--- src/rtl/hazard_ctrl_pkg.sv ---
// Shared encodings for the hazard/forwarding/redirect controller:
// forward selects, exception constants and redirect FSM states.
package hazard_ctrl_pkg;

    localparam logic [1:0] FWD_NONE = 2'b00;
    localparam logic [1:0] FWD_W    = 2'b01;
    localparam logic [1:0] FWD_M    = 2'b10;
    localparam logic [1:0] FWD_E    = 2'b10;
    // Decode-stage selects use 01 for the M-stage result.
    localparam logic [1:0] FWD_D_M  = 2'b01;

    localparam logic [31:0] EXC_VECTOR_DEF = 32'hBFC00380;
    localparam logic [31:0] ERET_CODE_DEF  = 32'h0000000E;

    typedef enum logic {
        StIdle,
        StRedir
    } redir_state_e;

endpackage

--- src/rtl/hazard_ctrl_fwd_sel.sv ---
// Two-source priority comparator: picks the higher-priority enabled destination
// matching a source index; index 0 never forwards.
module hazard_ctrl_fwd_sel
    import hazard_ctrl_pkg::*;
#(
    parameter int unsigned AW     = 5,
    parameter logic [1:0]  SEL_HI = FWD_M,
    parameter logic [1:0]  SEL_LO = FWD_W
) (
    input  logic [AW-1:0] idx,
    input  logic [AW-1:0] dest_hi,
    input  logic          en_hi,
    input  logic [AW-1:0] dest_lo,
    input  logic          en_lo,
    output logic [1:0]    sel
);

    always_comb begin
        sel = FWD_NONE;
        if (idx != '0) begin
            if (en_hi && (dest_hi == idx)) begin
                sel = SEL_HI;
            end else if (en_lo && (dest_lo == idx)) begin
                sel = SEL_LO;
            end
        end
    end

endmodule

--- src/rtl/hazard_ctrl.sv ---
// Hazard, forwarding and exception-redirect controller for the 5-stage pipeline,
// with a saturating count of fetch-stall cycles.
module hazard_ctrl
    import hazard_ctrl_pkg::*;
#(
    parameter int unsigned REG_AW     = 5,
    parameter int unsigned PC_W       = 32,
    parameter logic [31:0] EXC_VECTOR = EXC_VECTOR_DEF,
    parameter logic [31:0] ERET_CODE  = ERET_CODE_DEF,
    parameter int unsigned CNT_W      = 16
) (
    input  logic              clk,
    input  logic              resetn,
    input  logic [REG_AW-1:0] rsD,
    input  logic [REG_AW-1:0] rtD,
    input  logic              branchD,
    input  logic              jrD,
    input  logic              balD,
    input  logic [REG_AW-1:0] rsE,
    input  logic [REG_AW-1:0] rtE,
    input  logic [REG_AW-1:0] rdE,
    input  logic [REG_AW-1:0] writeregE,
    input  logic              regwriteE,
    input  logic              memtoregE,
    input  logic              mdu_busyE,
    input  logic [REG_AW-1:0] writeregM,
    input  logic [REG_AW-1:0] writecp0M,
    input  logic              regwriteM,
    input  logic              memtoregM,
    input  logic              hilowriteM,
    input  logic              cp0writeM,
    input  logic              dstallM,
    input  logic [REG_AW-1:0] writeregW,
    input  logic [REG_AW-1:0] writecp0W,
    input  logic              regwriteW,
    input  logic              hilowriteW,
    input  logic              cp0writeW,
    input  logic [31:0]       excepttypeW,
    input  logic [PC_W-1:0]   cp0_epcW,
    input  logic              ifetch_ready,
    output logic              stallF,
    output logic              stallD,
    output logic              stallE,
    output logic              stallM,
    output logic              stallW,
    output logic              flushF,
    output logic              flushD,
    output logic              flushE,
    output logic              flushM,
    output logic              flushW,
    output logic [1:0]        forwardaD,
    output logic [1:0]        forwardbD,
    output logic [1:0]        forwardjrD,
    output logic [1:0]        forwardaE,
    output logic [1:0]        forwardbE,
    output logic [1:0]        forwardhE,
    output logic [1:0]        forwardcp0E,
    output logic              pc_redirect,
    output logic [PC_W-1:0]   newpc,
    output logic [CNT_W-1:0]  stall_cycles
);

    redir_state_e      state_q, state_d;
    logic [PC_W-1:0]   newpc_q, newpc_d;
    logic [CNT_W-1:0]  cnt_q;
    logic              exc_take, lwstall, brstall;

    hazard_ctrl_fwd_sel #(.AW(REG_AW), .SEL_HI(FWD_M), .SEL_LO(FWD_W)) u_fwd_a_e (
        .idx(rsE), .dest_hi(writeregM), .en_hi(regwriteM),
        .dest_lo(writeregW), .en_lo(regwriteW), .sel(forwardaE)
    );
    hazard_ctrl_fwd_sel #(.AW(REG_AW), .SEL_HI(FWD_M), .SEL_LO(FWD_W)) u_fwd_b_e (
        .idx(rtE), .dest_hi(writeregM), .en_hi(regwriteM),
        .dest_lo(writeregW), .en_lo(regwriteW), .sel(forwardbE)
    );
    hazard_ctrl_fwd_sel #(.AW(REG_AW), .SEL_HI(FWD_M), .SEL_LO(FWD_W)) u_fwd_cp0_e (
        .idx(rdE), .dest_hi(writecp0M), .en_hi(cp0writeM),
        .dest_lo(writecp0W), .en_lo(cp0writeW), .sel(forwardcp0E)
    );
    hazard_ctrl_fwd_sel #(.AW(REG_AW), .SEL_HI(FWD_E), .SEL_LO(FWD_D_M)) u_fwd_jr_d (
        .idx(rsD), .dest_hi(writeregE), .en_hi(regwriteE),
        .dest_lo(writeregM), .en_lo(regwriteM), .sel(forwardjrD)
    );

    assign forwardaD = ((rsD != '0) && regwriteM && (writeregM == rsD)) ? FWD_D_M : FWD_NONE;
    assign forwardbD = ((rtD != '0) && regwriteM && (writeregM == rtD)) ? FWD_D_M : FWD_NONE;
    assign forwardhE = hilowriteM ? FWD_M : (hilowriteW ? FWD_W : FWD_NONE);

    assign exc_take = (state_q == StIdle) && (excepttypeW != '0);
    assign lwstall  = memtoregE && (rtE != '0) && ((rsD == rtE) || (rtD == rtE));
    assign brstall  = (branchD || jrD) &&
                      ((regwriteE && (writeregE != '0) &&
                        ((writeregE == rsD) || (writeregE == rtD))) ||
                       (memtoregM && (writeregM != '0) &&
                        ((writeregM == rsD) || (writeregM == rtD))));

    always_comb begin
        state_d = state_q;
        newpc_d = newpc_q;
        {stallF, stallD, stallE, stallM, stallW} = '0;
        {flushF, flushD, flushE, flushM, flushW} = '0;

        if (exc_take) begin
            {flushF, flushD, flushE, flushM, flushW} = '1;
        end else if (dstallM) begin
            {stallF, stallD, stallE, stallM} = '1;
            flushW = 1'b1;
        end else if (mdu_busyE) begin
            {stallF, stallD, stallE} = '1;
            flushM = 1'b1;
        end else if (lwstall || brstall) begin
            {stallF, stallD} = '1;
            // Keep the branch-and-link in E so its link write survives.
            flushE = ~balD;
        end

        unique case (state_q)
            StIdle: begin
                if (exc_take) begin
                    state_d = StRedir;
                    newpc_d = (excepttypeW == ERET_CODE) ? cp0_epcW : PC_W'(EXC_VECTOR);
                end
            end
            StRedir: begin
                flushD = 1'b1;
                stallF = 1'b0;
                if (ifetch_ready) state_d = StIdle;
            end
        endcase

        if (!resetn) begin
            {stallF, stallD, stallE, stallM, stallW} = '0;
            {flushF, flushD, flushE, flushM, flushW} = '0;
        end
    end

    always_ff @(posedge clk or negedge resetn) begin
        if (!resetn) begin
            state_q <= StIdle;
            newpc_q <= '0;
            cnt_q   <= '0;
        end else begin
            state_q <= state_d;
            newpc_q <= newpc_d;
            if (stallF && !(&cnt_q)) cnt_q <= cnt_q + CNT_W'(1);
        end
    end

    assign pc_redirect  = (state_q == StRedir);
    assign newpc        = newpc_q;
    assign stall_cycles = cnt_q;

endmodule

--- config.mk ---
export PLATFORM = sky130hd
export DESIGN_NAME = hazard_ctrl
export DESIGN_NICKNAME = d
export VERILOG_FILES = /design/src/rtl/hazard_ctrl_pkg.sv /design/src/rtl/hazard_ctrl_fwd_sel.sv /design/src/rtl/hazard_ctrl.sv
export SDC_FILE = /design/constraint.sdc
export NUM_CORES = 1
export LEC_CHECK = 0
export CAP_MARGIN = 25
export CORE_UTILIZATION = 40
export CTS_CLUSTER_DIAMETER = 120
export DETAILED_ROUTE_END_ITERATION = 12
export PLACE_DENSITY = 0.86
export SLEW_MARGIN = 20
export SYNTH_ARGS = -nofsm -noshare
export SYNTH_HDL_FRONTEND = slang
export SYNTH_SLANG_ARGS = --single-unit
export TNS_END_PERCENT = 1
--- constraint.sdc ---
create_clock -name clk -period 7.2 [get_ports clk]
set_clock_uncertainty 0.2 [all_clocks]
set_input_delay 1.44 -clock clk [delete_from_list [all_inputs] [get_ports clk]]
set_output_delay 1.44 -clock clk [all_outputs]
set_load 0.05 [all_outputs]
==> impl_metrics.csv <==
group,metric,value,unit
timing,timing_worst_slew_pin_value,0.722,ns
yosys,synth_edf_count,0,
floorplan,fp.dieArea,8380,um^2
finish,final_layout_size_suffix_gt1_frac,0.0368,
clock_network,post_cts_hold_fix_bufs,0,
worst_setup_path,startpoint,"writeregM[0]",
clock_network,insertion_delay,0.30,ns
timing,worst_hold_slack,0.274,ns
floorplan,die_width,91.5,um
floorplan,placement_rows,32,
yosys,syn-instance-count,383,
worst_setup_path,worstPathBufferInverterCount,3,
worst_setup_path,largest_stage_delay_on_the_critical_path,0.70,ns
clock_network,clk_transition_reported_paths,0.09,ns
finish,final.fill_count,619,
detailed_routing,detail_route.first_pass.iterations,4,
detailed_routing,postRouteWirelength,10500,um
worst_setup_path,critical_path.startpoint_type,"input port",
worst_setup_path,path_common_cell,"sky130_fd_sc_hd__clkdlybuf4s50_1",
hold_path,whs_path_depth,2,
yosys,post_synth_num_cell_types,41,
power_and_ir_drop,pwr-share-seq,0.383,
worst_setup_path,type_of_the_worst_setup_path,"input port to primary output",
yosys,synth_ff_type,"sky130_fd_sc_hd__dfrtp_1",
floorplan,core_region_area,7730,um^2
clock_network,ctsHtreeMaxLevel,2,
global_route,first_global_vias,3432,
finish,sequential_cell_area,1230,um^2
placement,place.port_buffers,200,
detailed_routing,post_drt_wl_per_cell,15.6,um
worst_setup_path,critPathSlowestCell,"sky130_fd_sc_hd__clkdlybuf4s50_1",
global_route,number_of_antenna_violations_at_the_first_check_in_global_routing,0,
finish,antenna-diode-count,0,
finish,area_delta_synth_final,67.7,%
detailed_routing,vias_per_cell,5.22,
timing,fin_setup_tns,0,ns
finish,multi_input_area,1840,um^2
power_and_ir_drop,p_leak,0.00217,uW
placement,routability_congestion,0.909,
worst_setup_path,reg2reg_from,"stall_cycles[5]$_DFFE_PN0P_",
detailed_routing,ant_nets,0,
clock_network,cts.sinks,49,
clock_network,cts_buffer_depth,2,
job,maxCapViolCount,0,
power_and_ir_drop,power.density,140,nW/um^2
finish,postLayoutCellArea,5380,um^2
detailed_routing,via_count,3516,
finish,num-nets-final,702,
finish,finish.utilization,0.696,
timing,final_hold_viol_count,0,
hold_path,min-delay-path-class,"flop to flop",
timing,achievable-frequency,0.167,GHz
yosys,synth.yosys.seq_area_share,0.382,
yosys,post_synth_instance_area,3210,um^2
timing,timing.final.setup_violations,0,
timing,final_period_minus_worst_setup_slack,6.00,ns
global_route,grt_pass1_wl,16200,um
global_route,globalRouteTotalUtil,0.246,
placement,detailed_place.area,5240,um^2
timing,timing_max_transition_violations_final,0,
yosys,post_synth_main_area_contributors,"sky130_fd_sc_hd__dfrtp_1, sky130_fd_sc_hd__xor2_1, sky130_fd_sc_hd__nand2_1",
global_route,maximum_number_of_pins_on_one_net_before_global_route_repair,52,
hold_path,holdCritStartpoint,"newpc[23]$_DFFE_PN0P_",
floorplan,chipHeight,91.5,um
yosys,synth_common_cells,"sky130_fd_sc_hd__nand2_1, sky130_fd_sc_hd__dfrtp_1, sky130_fd_sc_hd__xor2_1",
global_route,overflow,0,
clock_network,cts_repair_resize_count,0,
yosys,ys_warn_count,0,
power_and_ir_drop,net_sw_frac,0.290,
worst_setup_path,timing.reg2reg.worst_path_depth,7,
clock_network,cts_buffers,5,
worst_setup_path,path_max_fanout,9,
timing,rsz0062_at_grt,"false",
power_and_ir_drop,pwr-share-comb,0.309,
worst_setup_path,worst-endpoint-arrival,4.36,ns
detailed_routing,drt_drc_violations_left,0,
timing,post_route_fraction_of_the_period_consumed_by_the_critical_path,0.834,
worst_setup_path,worstPathCellList,"clkdlybuf4s50_1, or4_4, o221ai_2, a21oi_2, nor4b_4, buf_4, nor2_1, clkdlybuf4s50_1",
floorplan,top_level_ports,204,
clock_network,tritoncts,"built",
worst_setup_path,worstSetupEndpointType,"primary output",
timing,timing.slew.headroom,0.515,
floorplan,initial_core_util,0.415,
worst_setup_path,cp.required,5.56,ns
yosys,ys_seq_elements,49,
worst_setup_path,critPathTopFamily,"buffers and inverters",
clock_network,cts_post_setup_buffers_inserted,0,
clock_network,cts_root_buf,"sky130_fd_sc_hd__clkbuf_8",
power_and_ir_drop,ir_worst_vdd,0.0000772,V
power_and_ir_drop,clkPwrFrac,0.309,
power_and_ir_drop,power.net_switching,219,uW
yosys,synth_most_common_cell,"sky130_fd_sc_hd__nand2_1",
worst_setup_path,cp.depth,8,
yosys,netlist.top_cell.by_area,"sky130_fd_sc_hd__dfrtp_1",
detailed_routing,drt_first_iter_violations,107,
power_and_ir_drop,internal_cell_power,535,uW
status,status,"completed",
yosys,synth_async_sr_flop_share,1.00,
placement,dp.final_hpwl,8530,um
yosys,synth_area_per_cell,8.37,um^2
yosys,area_fraction_of_the_dominant_cell_type_after_synthesis,0.382,
## cells in the final DEF, fill, tap and decap left out, types with 2 or more instances in the layout
cell type                         synthesis  layout
sky130_fd_sc_hd__clkdlybuf4s50_1          0     199
sky130_fd_sc_hd__nand2_1                 75      75
sky130_fd_sc_hd__dfrtp_1                 49      49
sky130_fd_sc_hd__xor2_1                  47      47
sky130_fd_sc_hd__o21ai_0                 34      34
sky130_fd_sc_hd__xnor2_1                 26      26
sky130_fd_sc_hd__nor3_1                  23      23
sky130_fd_sc_hd__nor2_1                  20      20
sky130_fd_sc_hd__nand3_1                 15      15
sky130_fd_sc_hd__nor4_1                  13      13
sky130_fd_sc_hd__nand4_1                  9       9
sky130_fd_sc_hd__a21oi_1                  7       7
sky130_fd_sc_hd__or4_1                    5       5
sky130_fd_sc_hd__clkbuf_8                 0       5
sky130_fd_sc_hd__and3_1                   4       4
sky130_fd_sc_hd__buf_4                    4       4
sky130_fd_sc_hd__nor4b_1                  3       3
sky130_fd_sc_hd__inv_1                    3       3
sky130_fd_sc_hd__conb_1                   1       3
sky130_fd_sc_hd__and4_1                   2       2
sky130_fd_sc_hd__bufinv_16                0       2
## tightest hold or removal path: cells and delay by family (launching register included)
kind / cells / cell delay (ns)
flops: 1 / 0.35
simple gates: 2 / 0.10
## power by group through the flow
| stage | combinational [uW] | sequential [uW] | clock (uW) |
|---|---|---|---|
| finish | 233 | 289 | 233 |
| global route | 247 | 290 | 250 |
| CTS | 234 | 289 | 240 |
| detailed placement | 233 | 294 | 0 |
| global placement | 229 | 294 | 0 |
| floorplan | 80.6 | 324 | 0 |
## layer usage
metal  GRT usage  share of wire  vias to the layer above
met5           0              0                        -
met4      0.0767          0.022                        0
met3      0.0838           0.10                       22
met2       0.453           0.51                      185
met1       0.263           0.37                     1638
li1            -              -                     1671
## logic make-up after synthesis
kind of cell	Yosys count	share of synthesized area
compound gates	47	0.0812
xor+xnor	73	0.199
fa+ha+maj	1	0.00390
buf+inv	30	0.0456
flops	49	0.382
mux	2	0.00819
other cells	1	0.00117
simple gates	180	0.278
## registers in the layout (all words and copies together), names as in the netlist
name,cells
newpc,32
stall_cycles,16
pc_redirect,1
## cell type report
type	count	share of cell area
timing repair buffer	204	0.377
inverter	4	0.00279
tap	102	0.0237
sequential	49	0.228
clock inverter	3	0.0128
multi-input combinational	306	0.343
clock buffer	5	0.0128
## worst paths after layout
kind,endpoint,slack (ns)
worst max-delay path,stallD,1.20
worst min-delay path,newpc[23]$_DFFE_PN0P_,0.27
worst max register to register,stall_cycles[1]$_DFFE_PN0P_,4.68
worst min register to register,newpc[23]$_DFFE_PN0P_,0.27
max in group asynchronous,newpc[22]$_DFFE_PN0P_,5.32
min in group asynchronous,stall_cycles[9]$_DFFE_PN0P_,1.04
## metrics by stage
stage	worst slack, ns	instances	power (uW)
global placement	1.21	665	523
finish	1.20	673	754
detailed placement	1.20	665	528
CTS	1.19	673	763
global route	1.06	673	787
floorplan	1.51	385	404
No activity file was read; power rests on OpenSTA's default activity.
